[config.mk]
export PLATFORM = sky130hd
export DESIGN_NAME = serial_byte_matcher
export DESIGN_NICKNAME = d
export VERILOG_FILES = /design/src/rtl/serial_byte_matcher_pkg.sv /design/src/rtl/serial_byte_matcher_equ_8bit.sv /design/src/rtl/serial_byte_matcher.sv
export SDC_FILE = /design/constraint.sdc
export NUM_CORES = 1
export LEC_CHECK = 0
export CORE_MARGIN = 8
export CORE_UTILIZATION = 54
export DETAILED_ROUTE_END_ITERATION = 10
export HOLD_SLACK_MARGIN = 0.06
export PLACE_DENSITY = 0.84
export REMOVE_ABC_BUFFERS = 1
export SLEW_MARGIN = 25
export SYNTH_ARGS = -nofsm -noshare
export SYNTH_HDL_FRONTEND = slang
export SYNTH_SLANG_ARGS = --single-unit
[constraint.sdc]
create_clock -name clk -period 4 [get_ports clk]
set_input_delay 0.4 -clock clk [delete_from_list [all_inputs] [get_ports clk]]
set_output_delay 0.4 -clock clk [all_outputs]
set_load 0.005 [all_outputs]
[src/rtl/serial_byte_matcher_pkg.sv]
// Shared constants and state type for the serial byte matcher.
// The byte width and last-bit index are tied together and must change together.
package serial_byte_matcher_pkg;

  localparam int         BYTE_W   = 8;
  localparam logic [2:0] LAST_BIT = 3'd7;

  typedef enum logic {
    ST_SHIFT = 1'b0,
    ST_HOLD  = 1'b1
  } state_e;

endpackage

[src/rtl/serial_byte_matcher_equ_8bit.sv]
// 8-bit equality comparator that checks an assembled byte against the pattern.
module equ_8bit (
  input  logic [7:0] i_a,
  input  logic [7:0] i_b,
  output logic       o_eq
);

  assign o_eq = (i_a == i_b);

endmodule

[src/rtl/serial_byte_matcher.sv]
// MSB-first serial-to-byte deserialiser with pattern match, valid/ready output
// and a saturating count of delivered matching bytes.
module serial_byte_matcher
  import serial_byte_matcher_pkg::*;
#(
  parameter logic [7:0] RESET_PAT = 8'hA5,
  parameter int         COUNT_W   = 8
) (
  input  logic               clk,
  input  logic               rst_n,
  input  logic               sync_clr,
  input  logic               in_valid,
  output logic               in_ready,
  input  logic               in_bit,
  input  logic               pat_load,
  input  logic [7:0]         pat_in,
  output logic               out_valid,
  input  logic               out_ready,
  output logic [7:0]         out_byte,
  output logic               out_match,
  output logic [COUNT_W-1:0] match_count
);

  localparam logic [COUNT_W-1:0] CNT_MAX = {COUNT_W{1'b1}};
  localparam logic [COUNT_W-1:0] CNT_ONE = {{(COUNT_W-1){1'b0}}, 1'b1};

  state_e               r_state;
  state_e               w_next_state;
  logic [2:0]           r_bit_cnt;
  logic [6:0]           r_sr;
  logic [7:0]           r_pat;
  logic [7:0]           r_out_byte;
  logic                 r_out_match;
  logic [COUNT_W-1:0]   r_count;

  logic [BYTE_W-1:0]    w_byte;
  logic                 w_eq;
  logic                 w_in_ready;
  logic                 w_out_valid;
  logic                 w_bit_acc;
  logic                 w_byte_done;
  logic                 w_out_acc;

  // The byte completing this cycle is the shift register plus the incoming bit.
  assign w_byte      = {r_sr, in_bit};
  assign w_bit_acc   = in_valid & w_in_ready;
  assign w_byte_done = w_bit_acc & (r_bit_cnt == LAST_BIT);
  assign w_out_acc   = w_out_valid & out_ready;

  equ_8bit u_equ (
    .i_a  (w_byte),
    .i_b  (r_pat),
    .o_eq (w_eq)
  );

  // FSM state register
  always_ff @(posedge clk or negedge rst_n) begin
    if (!rst_n) begin
      r_state <= ST_SHIFT;
    end else begin
      r_state <= w_next_state;
    end
  end

  // FSM next-state logic; a byte may complete in the same cycle HOLD is consumed
  always_comb begin
    w_next_state = r_state;
    if (sync_clr) begin
      w_next_state = ST_SHIFT;
    end else begin
      case (r_state)
        ST_SHIFT: w_next_state = w_byte_done ? ST_HOLD : ST_SHIFT;
        ST_HOLD: begin
          if (out_ready) begin
            w_next_state = w_byte_done ? ST_HOLD : ST_SHIFT;
          end else begin
            w_next_state = ST_HOLD;
          end
        end
        default: w_next_state = ST_SHIFT;
      endcase
    end
  end

  // FSM outputs: handshake flags derived from state, out_ready and sync_clr
  always_comb begin
    w_out_valid = 1'b0;
    w_in_ready  = 1'b0;
    case (r_state)
      ST_SHIFT: begin
        w_out_valid = 1'b0;
        w_in_ready  = ~sync_clr;
      end
      ST_HOLD: begin
        w_out_valid = 1'b1;
        w_in_ready  = ~sync_clr & out_ready;
      end
      default: begin
        w_out_valid = 1'b0;
        w_in_ready  = 1'b0;
      end
    endcase
  end

  // Shift register, bit counter and captured output byte/match flag
  always_ff @(posedge clk or negedge rst_n) begin
    if (!rst_n) begin
      r_bit_cnt   <= 3'd0;
      r_sr        <= 7'd0;
      r_out_byte  <= 8'd0;
      r_out_match <= 1'b0;
    end else if (sync_clr) begin
      r_bit_cnt   <= 3'd0;
      r_sr        <= 7'd0;
      r_out_match <= 1'b0;
    end else if (w_byte_done) begin
      r_bit_cnt   <= 3'd0;
      r_sr        <= 7'd0;
      r_out_byte  <= w_byte;
      r_out_match <= w_eq;
    end else if (w_bit_acc) begin
      r_bit_cnt   <= r_bit_cnt + 3'd1;
      r_sr        <= w_byte[6:0];
    end else begin
      r_bit_cnt   <= r_bit_cnt;
      r_sr        <= r_sr;
    end
  end

  // Pattern register survives sync_clr; a same-cycle compare still sees the old value
  always_ff @(posedge clk or negedge rst_n) begin
    if (!rst_n) begin
      r_pat <= RESET_PAT;
    end else if (pat_load) begin
      r_pat <= pat_in;
    end else begin
      r_pat <= r_pat;
    end
  end

  // Saturating count of consumed bytes that matched
  always_ff @(posedge clk or negedge rst_n) begin
    if (!rst_n) begin
      r_count <= {COUNT_W{1'b0}};
    end else if (sync_clr) begin
      r_count <= {COUNT_W{1'b0}};
    end else if (w_out_acc && r_out_match && (r_count != CNT_MAX)) begin
      r_count <= r_count + CNT_ONE;
    end else begin
      r_count <= r_count;
    end
  end

  assign in_ready    = w_in_ready;
  assign out_valid   = w_out_valid;
  assign out_byte    = r_out_byte;
  assign out_match   = r_out_match;
  assign match_count = r_count;

endmodule

Word-level counts from Yosys, hierarchy flattened
Index checks and enable logic that the tools add are counted.

Register bits: 36. Output and inout port bits: 19. Word-level logic and storage cells: 40. Input port bits: 15.

Add/subtract/negate cells: 2. Eq/ne operators: 3. Bitwise gates (word level): 6. Reductions and logical operators: 6. Muxes and demuxes: 16.

Operators with widths (count): 7-bit two-way mux (3); 8-bit two-way mux (2); 3-bit two-way mux (3); 8-bit by 1-bit adder with 8-bit output, second input constant (1); 8-bit == test (1); 8-bit inequality test, second input constant (1); 1-bit one-hot mux with 2 select lines (3); 1-bit two-way mux (5); 1-bit bitwise AND (4); 2-bit nonzero test (2); 3-bit by 1-bit adder with 3-bit output, second input constant (1); 3-bit == test, second input constant (1); 3-bit nonzero test (1); 1-bit logical AND (2); 1-bit NOT (2); 2-bit AND reduction (1).

Depth between registers and ports, before layout
Gate-level depths: netlist of the first run.

Word-level depth: 9. Mapped depth: 6. Gate-level depth less buffers: 5.

Modules after synthesis
A second synthesis of the first run with hierarchy kept.

Cell total of the unflattened synthesis: 128. Area, all modules: 1629.1 µm².

By module, submodules not included: serial_byte_matcher (cells an instance 117, times used 1, sequential area each 905.9 µm², area an instance 1542.7 µm²); equ_8bit (cells an instance 11, times used 1, sequential area each 0.0 µm², area an instance 86.3 µm²).

Least setup slack after synthesis of the first run
No wires, ideal clock.

Path kind: reg-to-reg. From: reg r_bit_cnt[0]. To: reg r_out_byte[0], in the netlist out_byte[0]. Data arrival time: 1408 ps. Data required time: 3875 ps. Library setup time: 125 ps. Setup slack: 2467 ps. Stages on the path, launching flop included: 7. Buffers on the path: 1. Period minus slack after synthesis: 1533 ps. Cell sequence: dfrtp_1 > ha_1 > ha_1 > nand3_1 > or2_1 > buf_6 > mux2_4.

Word-level cells in the longest chain between the ends: 3.

Ends and longest elaborated chain: start: declaration (line serial_byte_matcher.sv:29) `logic [2:0] r_bit_cnt;`; start signal: assignment (line serial_byte_matcher.sv:122) `r_bit_cnt <= r_bit_cnt + 3'd1;`; start signal: assignment (line serial_byte_matcher.sv:125) `r_bit_cnt <= r_bit_cnt;`; 3-bit == test (line serial_byte_matcher.sv:47) `assign w_byte_done = w_bit_acc & (r_bit_cnt == LAST_BIT);`; 1-bit bitwise AND (line serial_byte_matcher.sv:47); 2-bit AND reduction (no source line); end signal: assignment (line serial_byte_matcher.sv:119) `r_out_byte <= w_byte;`; end: declaration (line serial_byte_matcher.sv:32) `logic [7:0] r_out_byte;`.

Every way passes these cells. A chain may end at the register's enable or synchronous reset.

Final worst setup path of the first run
From: in sync_clr. To: out in_ready.

Word-level cells in the longest chain between the ends: 3.

Ends and longest elaborated chain: start: declaration (line serial_byte_matcher.sv:11) `input logic sync_clr,`; 1-bit NOT (no source line) *; 1-bit bitwise AND (line serial_byte_matcher.sv:96) `w_in_ready = ~sync_clr & out_ready;`; 1-bit one-hot mux with 2 select lines * (line serial_byte_matcher.sv:89) `case (r_state)`; end: declaration (line serial_byte_matcher.sv:13) `output logic in_ready,`.

Mark *: on every way between the ends. The rest lies on a longest branch, timed or not.

==> results of run 1 <==
==> state kept, by name (all words and copies together) (netlist names) <==
signal / cells
match_count: 8
out_byte: 8
r_pat: 8
r_sr: 7
r_bit_cnt: 3
out_match: 1
r_state: 1
==> cell usage after synthesis, drive strengths merged <==
| library cell | instances | share of area, % |
|---|---|---|
| a211oi | 1 | 0.46 |
| nand3 | 6 | 1.8 |
| dfrtp | 32 | 49 |
| inv | 1 | 0.23 |
| nand4 | 3 | 1.1 |
| or3 | 1 | 0.38 |
| mux2 | 17 | 14 |
| nand3b | 1 | 0.46 |
| buf | 1 | 0.69 |
| a22o | 8 | 4.3 |
| ha | 3 | 2.3 |
| o31ai | 2 | 0.92 |
| a31o | 1 | 0.53 |
| nand2b | 1 | 0.53 |
| clkbuf | 3 | 0.69 |
| a311oi | 1 | 0.53 |
| and3 | 2 | 0.76 |
| nand2 | 5 | 1.1 |
| a41o | 1 | 0.61 |
| a21oi | 6 | 1.8 |
| xnor2 | 8 | 4.3 |
| nor3 | 5 | 1.8 |
| o21ai | 2 | 0.61 |
| dfstp | 4 | 6.4 |
| nor2b | 2 | 0.76 |
| or2 | 3 | 1.1 |
| o21a | 1 | 0.46 |
| mux2i | 1 | 0.61 |
| xor2 | 1 | 0.53 |
| nor2 | 7 | 1.6 |
==> power groups by stage <==
stage	clock [mW]	combinational [mW]	sequential [mW]
final	0.214	0.0547	0.386
after CTS	0.221	0.0558	0.386
after detailed placement	0	0.0556	0.393
after floorplan	0	0.0252	0.391
after global routing	0.234	0.0604	0.388
after global placement	0	0.0535	0.393
==> metrics by stage <==
step / setup slack, ns / hold slack, ns / cell area, µm² / cells
CTS: 1.78 / 0.466 / 2060 / 200
finish: 1.77 / 0.464 / 2060 / 200
detailed placement: 1.79 / 0.500 / 1990 / 193
floorplan: 2.32 / 0.104 / 1620 / 126
global placement: 1.80 / 0.499 / 1990 / 193
global route: 1.68 / 0.495 / 2060 / 200
==> layout make-up <==
cell class / instances / share of cell area [%]
sequential: 36 / 44.0
timing repair buffer: 34 / 16.4
clock buffer: 7 / 3.16
inverter: 1 / 0.182
multi-input combinational: 89 / 34.3
tap: 33 / 2.00
==> cells by family (layout without fill, tap and decap cells) <==
| kind of cell | count (synthesis) | in the layout | share of synthesized area [%] |
|---|---|---|---|
| AOI/OAI and AO/OA | 23 | 23 | 10.2 |
| adders and majority gates | 3 | 3 | 2.29 |
| buffers and inverters | 5 | 42 | 1.60 |
| muxes | 18 | 18 | 14.1 |
| DFF | 36 | 36 | 55.3 |
| and+or+nand+nor | 36 | 36 | 11.6 |
| xor gates and xnor gates | 9 | 9 | 4.81 |
==> path summary, 6_finish.rpt <==
| kind | to | depth (start not counted) |
|---|---|---|
| min | match_count[7] | 2 |
| max reg2reg | out_byte[5] | 5 |
| max | in_ready | 3 |
| max in group asynchronous | r_pat[2] | 2 |
| min in group clk | r_bit_cnt[2] | 1 |
| min reg2reg | r_bit_cnt[2] | 1 |
==> metal layers <==
layer	routed length, µm	vias to the layer above	track usage, %	share of wire [%]
met5	0	-	0	0
met4	93	0	8.55	2.7
met3	265	12	5.65	7.7
met2	1680	57	23.6	48
met1	1420	576	15.4	41
li1	-	547	-	-
==> out/qor.yml, run 1 <==
clocking:
  numCtsBuffers: 5
  cts.sinks: 36
  cts_resized: 0
  tritoncts: "built"
  htree_levels: 2
  cts_buffer_depth: 2
  cts_setup_buffers: 0
  clockRootBuffer: "clkbuf_4"
  clock_latency_ns: 0.33
  holdBufCountCts: 0
  clk_pin_slew_worst_paths_ns: 0.11
finish:
  fin_util_pct: 69.2
  nNetsFinal: 185
  nFillCells: 218
  drive_gt1_share_pct: 19.8
  syn_to_final_growth_pct: 25.7
  layout_commonest_cell: "clkdlybuf4s50_1"
  regArea_um2: 906
  layout_common_cells: "33 x clkdlybuf4s50_1, 32 x dfrtp_1, 9 x mux2_2"
  multi_input_area_um2: 706
  antenna_cells: 0
worst_setup_path:
  crit_type: "input port to output port"
  worst_ep_required_time_ns: 3.60
  cp.arrival_ns: 1.83
  start_kind: "input port"
  timing.rr.start: "r_bit_cnt[0]"
  crit_top_cell: "clkdlybuf4s50_1"
  path_buf_inv: 2
  r2r_slack_ns: 2.17
  worst_setup_path_end_kind: "output port"
  crit_family: "buffers and inverters"
  critPathMaxStageDelay_ns: 0.69
  slowest_stage: "clkdlybuf4s50_1"
  worstSetupStartpoint: "sync_clr"
  crit_chain: "clkdlybuf4s50_1, nor2b_1, clkdlybuf4s50_1"
  worst-path-max-fanout: 16
sta:
  max_freq_mhz: 449
  worstMarginPinSlew_ns: 0.708
  fin_tns_setup_ns: 0
  fin_crit_sh_pct: 55.6
  finClkSkew_ns: 0.00568
  slew_headroom_pct: 52.8
  rsz0062_at_grt: "no"
  maxSlewViolCount: 0
  setup_viol: 0
  hold_viol: 0
  fin_crit_ns: 2.23
power_and_ir_drop:
  switching_power_mw: 0.146
  total_power_mw: 0.655
  p_int_mw: 0.509
  seq_power_share_pct: 58.9
  ir_worst_vdd_mv: 0.254
  p_clk_share_pct: 32.7
  p_comb_share_pct: 8.3
  p_sw_share_pct: 22.3
  p_per_area_mw_per_mm2: 318
  p_leak_nw: 0.901
drt:
  antenna_left: 0
  vias: 1192
  wl_per_cell_um: 17.3
  wirelength_mm: 3.46
  drtIter0Drc: 71
  via_per_inst: 5.96
  drc: 0
  dr.pass1.iters: 5
place:
  io_buffers: 33
  gp_congestion: 0.945
  dp_hpwl_mm: 2.56
flow_run:
  cap_violations: 0
outcome:
  status: "completed"
global_routing:
  grt_usage_pct: 14.4
  grt_overflow_total: 0
  grt_pass1_wl_mm: 5.82
  grt_max_degree: 37
  grt_pass1_vias: 1282
  antenna_found_initial: 0
floorplanning:
  dieArea_mm2: 0.00505
  row_count: 20
  core_area_mm2: 0.00298
  start_util_pct: 55.0
  fp.dieW_um: 71.1
  io_pins: 34
  die_h_um: 71.1
yosys:
  yosys_warnings: 0
  netlist_instances: 130
  synth_sequential_area_ratio_pct: 55.3
  netlist_area_mm2: 0.00164
  ys_ff_latch: 36
  avgSynthCellArea_um2: 12.6
  synth_cell_types: 33
min_path:
  min_path_type: "input port to async pin"
Power figures use the tool's default switching activity.
==> run 2: changes to the inputs <==
CORE_UTILIZATION = 45   (was 54)
PLACE_DENSITY = 0.74   (was 0.84)
clock period = 1.8 ns   (was 4 ns; I/O delays follow)
==> out/qor.yml, run 2 (synthesis gave the netlist of run 1 again) <==
worst_setup_path:
  start_kind: "register"
  cp.arrival_ns: 1.93  # +0.10 ns
  reg2reg_depth: 5  # unchanged
  crit_chain: "ha_1, ha_1, nand3_1, or2_2, mux2_4"
  crit_family: "simple AND/OR/NAND/NOR gates"
  worst_setup_path_end_kind: "register"
  crit_top_cell: "ha_1"
  cp_num_cells: 5  # +2
  worst-path-max-fanout: 9  # -7
  crit_type: "register to register"
  critPathMaxStageDelay_ns: 0.42  # -0.27 ns
  worst_ep_required_time_ns: 2.01  # -1.59 ns
  path_buf_inv: 0  # -2
  slowest_stage: "or2_2"
floorplanning:
  core_area_mm2: 0.00358  # +20%
  die_h_um: 76.3  # +7.4%
  dieArea_mm2: 0.00583  # +15%
  fp.dieW_um: 76.3  # +7.4%
  row_count: 22  # +10%
  start_util_pct: 45.8  # -9.2 points
  io_pins: 34  # unchanged
clocking:
  clk_pin_slew_worst_paths_ns: 0.11  # about the same
  clockRootBuffer: "clkbuf_4"
  cts_buffer_depth: 2  # unchanged
  numCtsBuffers: 5  # unchanged
  tritoncts: "built"
  htree_levels: 2  # unchanged
  cts.sinks: 36  # unchanged
  clock_latency_ns: 0.33  # about the same
power_and_ir_drop:
  p_sw_share_pct: 21.2  # -1.1 points
  p_per_area_mw_per_mm2: 711  # +120%
  seq_power_share_pct: 56.1  # -2.8 points
  p_clk_share_pct: 35.5  # +2.8 points
  p_leak_nw: 0.946  # +4.9%
  p_comb_share_pct: 8.4  # about the same
  switching_power_mw: 0.325  # +120%
  ir_worst_vdd_mv: 0.639  # +150%
  p_int_mw: 1.21  # +140%
place:
  pre_cts_ws_ns: -0.0304  # -1.82 ns
  io_buffers: 33  # unchanged
  dp_hpwl_mm: 2.71  # +5.9%
  postPlaceCellArea_mm2: 0.00207  # +3.6%
  gp_congestion: 0.841  # -11%
finish:
  syn_to_final_growth_pct: 31.5
  nNetsFinal: 193  # +4.3%
  layout_common_cells: "32 x clkdlybuf4s50_1, 32 x dfrtp_1, 9 x mux2_2, 9 x buf_4"
  final_area_mm2: 0.00215  # +4.6%
  antenna_cells: 0  # unchanged
  fin_util_pct: 60.2  # -9.0 points
  drive_gt1_share_pct: 24.4  # +4.7 points
drt:
  antenna_left: 0  # unchanged
  drc: 0  # unchanged
  drtIter0Drc: 35  # -51%
  dr.pass1.iters: 4  # -1
  wl_per_cell_um: 15.6  # -9.6%
  wirelength_mm: 3.50  # +1.2%
  vias: 1189  # -0.25%
  via_per_inst: 5.31  # -11%
sta:
  maxSlewViolCount: 0  # unchanged
  fin_crit_sh_pct: 95.4
  setup_ws_ns: 0.0833  # -1.69 ns
  finClkSkew_ns: 0.0157  # +0.0100 ns
  worstMarginPinSlew_ns: 0.710  # +0.00165 ns
  max_freq_mhz: 583
  rsz0062_at_grt: "no"
  fin_tns_setup_ns: 0  # unchanged
  hold_viol: 0  # unchanged
  fin_crit_ns: 1.72
  setup_viol: 0  # unchanged
  slew_headroom_pct: 52.7  # -0.11 points
global_routing:
  busiest_layer: "met2"
  antenna_found_initial: 0  # unchanged
  grt_pass1_vias: 1353  # +5.5%
  grt_use_met3_pct: 4.36  # -1.3 points
  grt_overflow_total: 0  # unchanged
  grt_pass1_wl_mm: 6.18  # +6.3%
  grt_util_met1_pct: 13.8  # -1.6 points
  grt_util_met2_pct: 21.9  # -1.6 points
  grt_max_degree: 37  # unchanged
  grt_usage_pct: 12.6  # -1.8 points
outcome:
  status: "completed"
flow_run:
  cap_violations: 0  # unchanged
min_path:
  min_path_type: "input port to async pin"
[run 2: final timing paths]
path                              start             end  slack, ns
setup / recovery           r_bit_cnt[0]     out_byte[4]       0.08
hold / removal                    rst_n  match_count[2]       0.25
setup reg to reg           r_bit_cnt[0]     out_byte[4]       0.08
hold reg to reg             out_byte[0]     out_byte[0]       0.53
max in group asynchronous         rst_n        r_pat[0]       1.20
min in group clk              pat_in[7]        r_pat[7]       0.47
[run 2: power groups by stage]
stage / sequential (mW) / combinational, mW / clock [mW]
6_report: 0.859 / 0.129 / 0.544
4_1_cts: 0.859 / 0.131 / 0.562
3_3_place_gp: 0.873 / 0.127 / 0
5_1_grt: 0.862 / 0.142 / 0.598
2_1_floorplan: 0.869 / 0.0561 / 0
3_5_place_dp: 0.875 / 0.132 / 0
[run 2: worst register-to-register path: stages (launching register included)]
cell and delay [ns]:
dfrtp_1 0.38, ha_1 0.16, ha_1 0.19, nand3_1 0.10, or2_2 0.42, mux2_4 0.35
[run 2: layout make-up]
cell class              instances  area, µm²
flip-flops and latches         36        906
repair buffers                 42        397
well taps                      48       60.1
clock inverters                 2       35.0
multi-input cells              89        711
inverters                       1       3.75
clock buffers                   6       41.3
fillers                       312       1430
[run 2: routing by layer]
metal	share of wire, %	routed length, µm
met2	51	1800
met1	42	1470
met4	0.77	27
met5	0	0
met3	5.9	207
[run 2: through the flow]
step / hold WS, ns / power, mW / instances
CTS: 0.258 / 1.55 / 224
global placement: 0.497 / 1.00 / 215
floorplan: -0.116 / 0.925 / 126
global route: 0.277 / 1.60 / 224
detailed placement: 0.498 / 1.01 / 215
finish: 0.253 / 1.53 / 224
[run 2: timing repair]
action	4_1_cts	5_1_grt
hold buffers	0	0
resized for setup	2	1
endpoints found under the setup margin	9	1
setup buffers	1	0
==> run 3: changes to the inputs <==
CTS_CLUSTER_DIAMETER = 200   (was default)
==> results of run 3 <==
No change in the layout: final DEF, timing and power equal those of run 2.
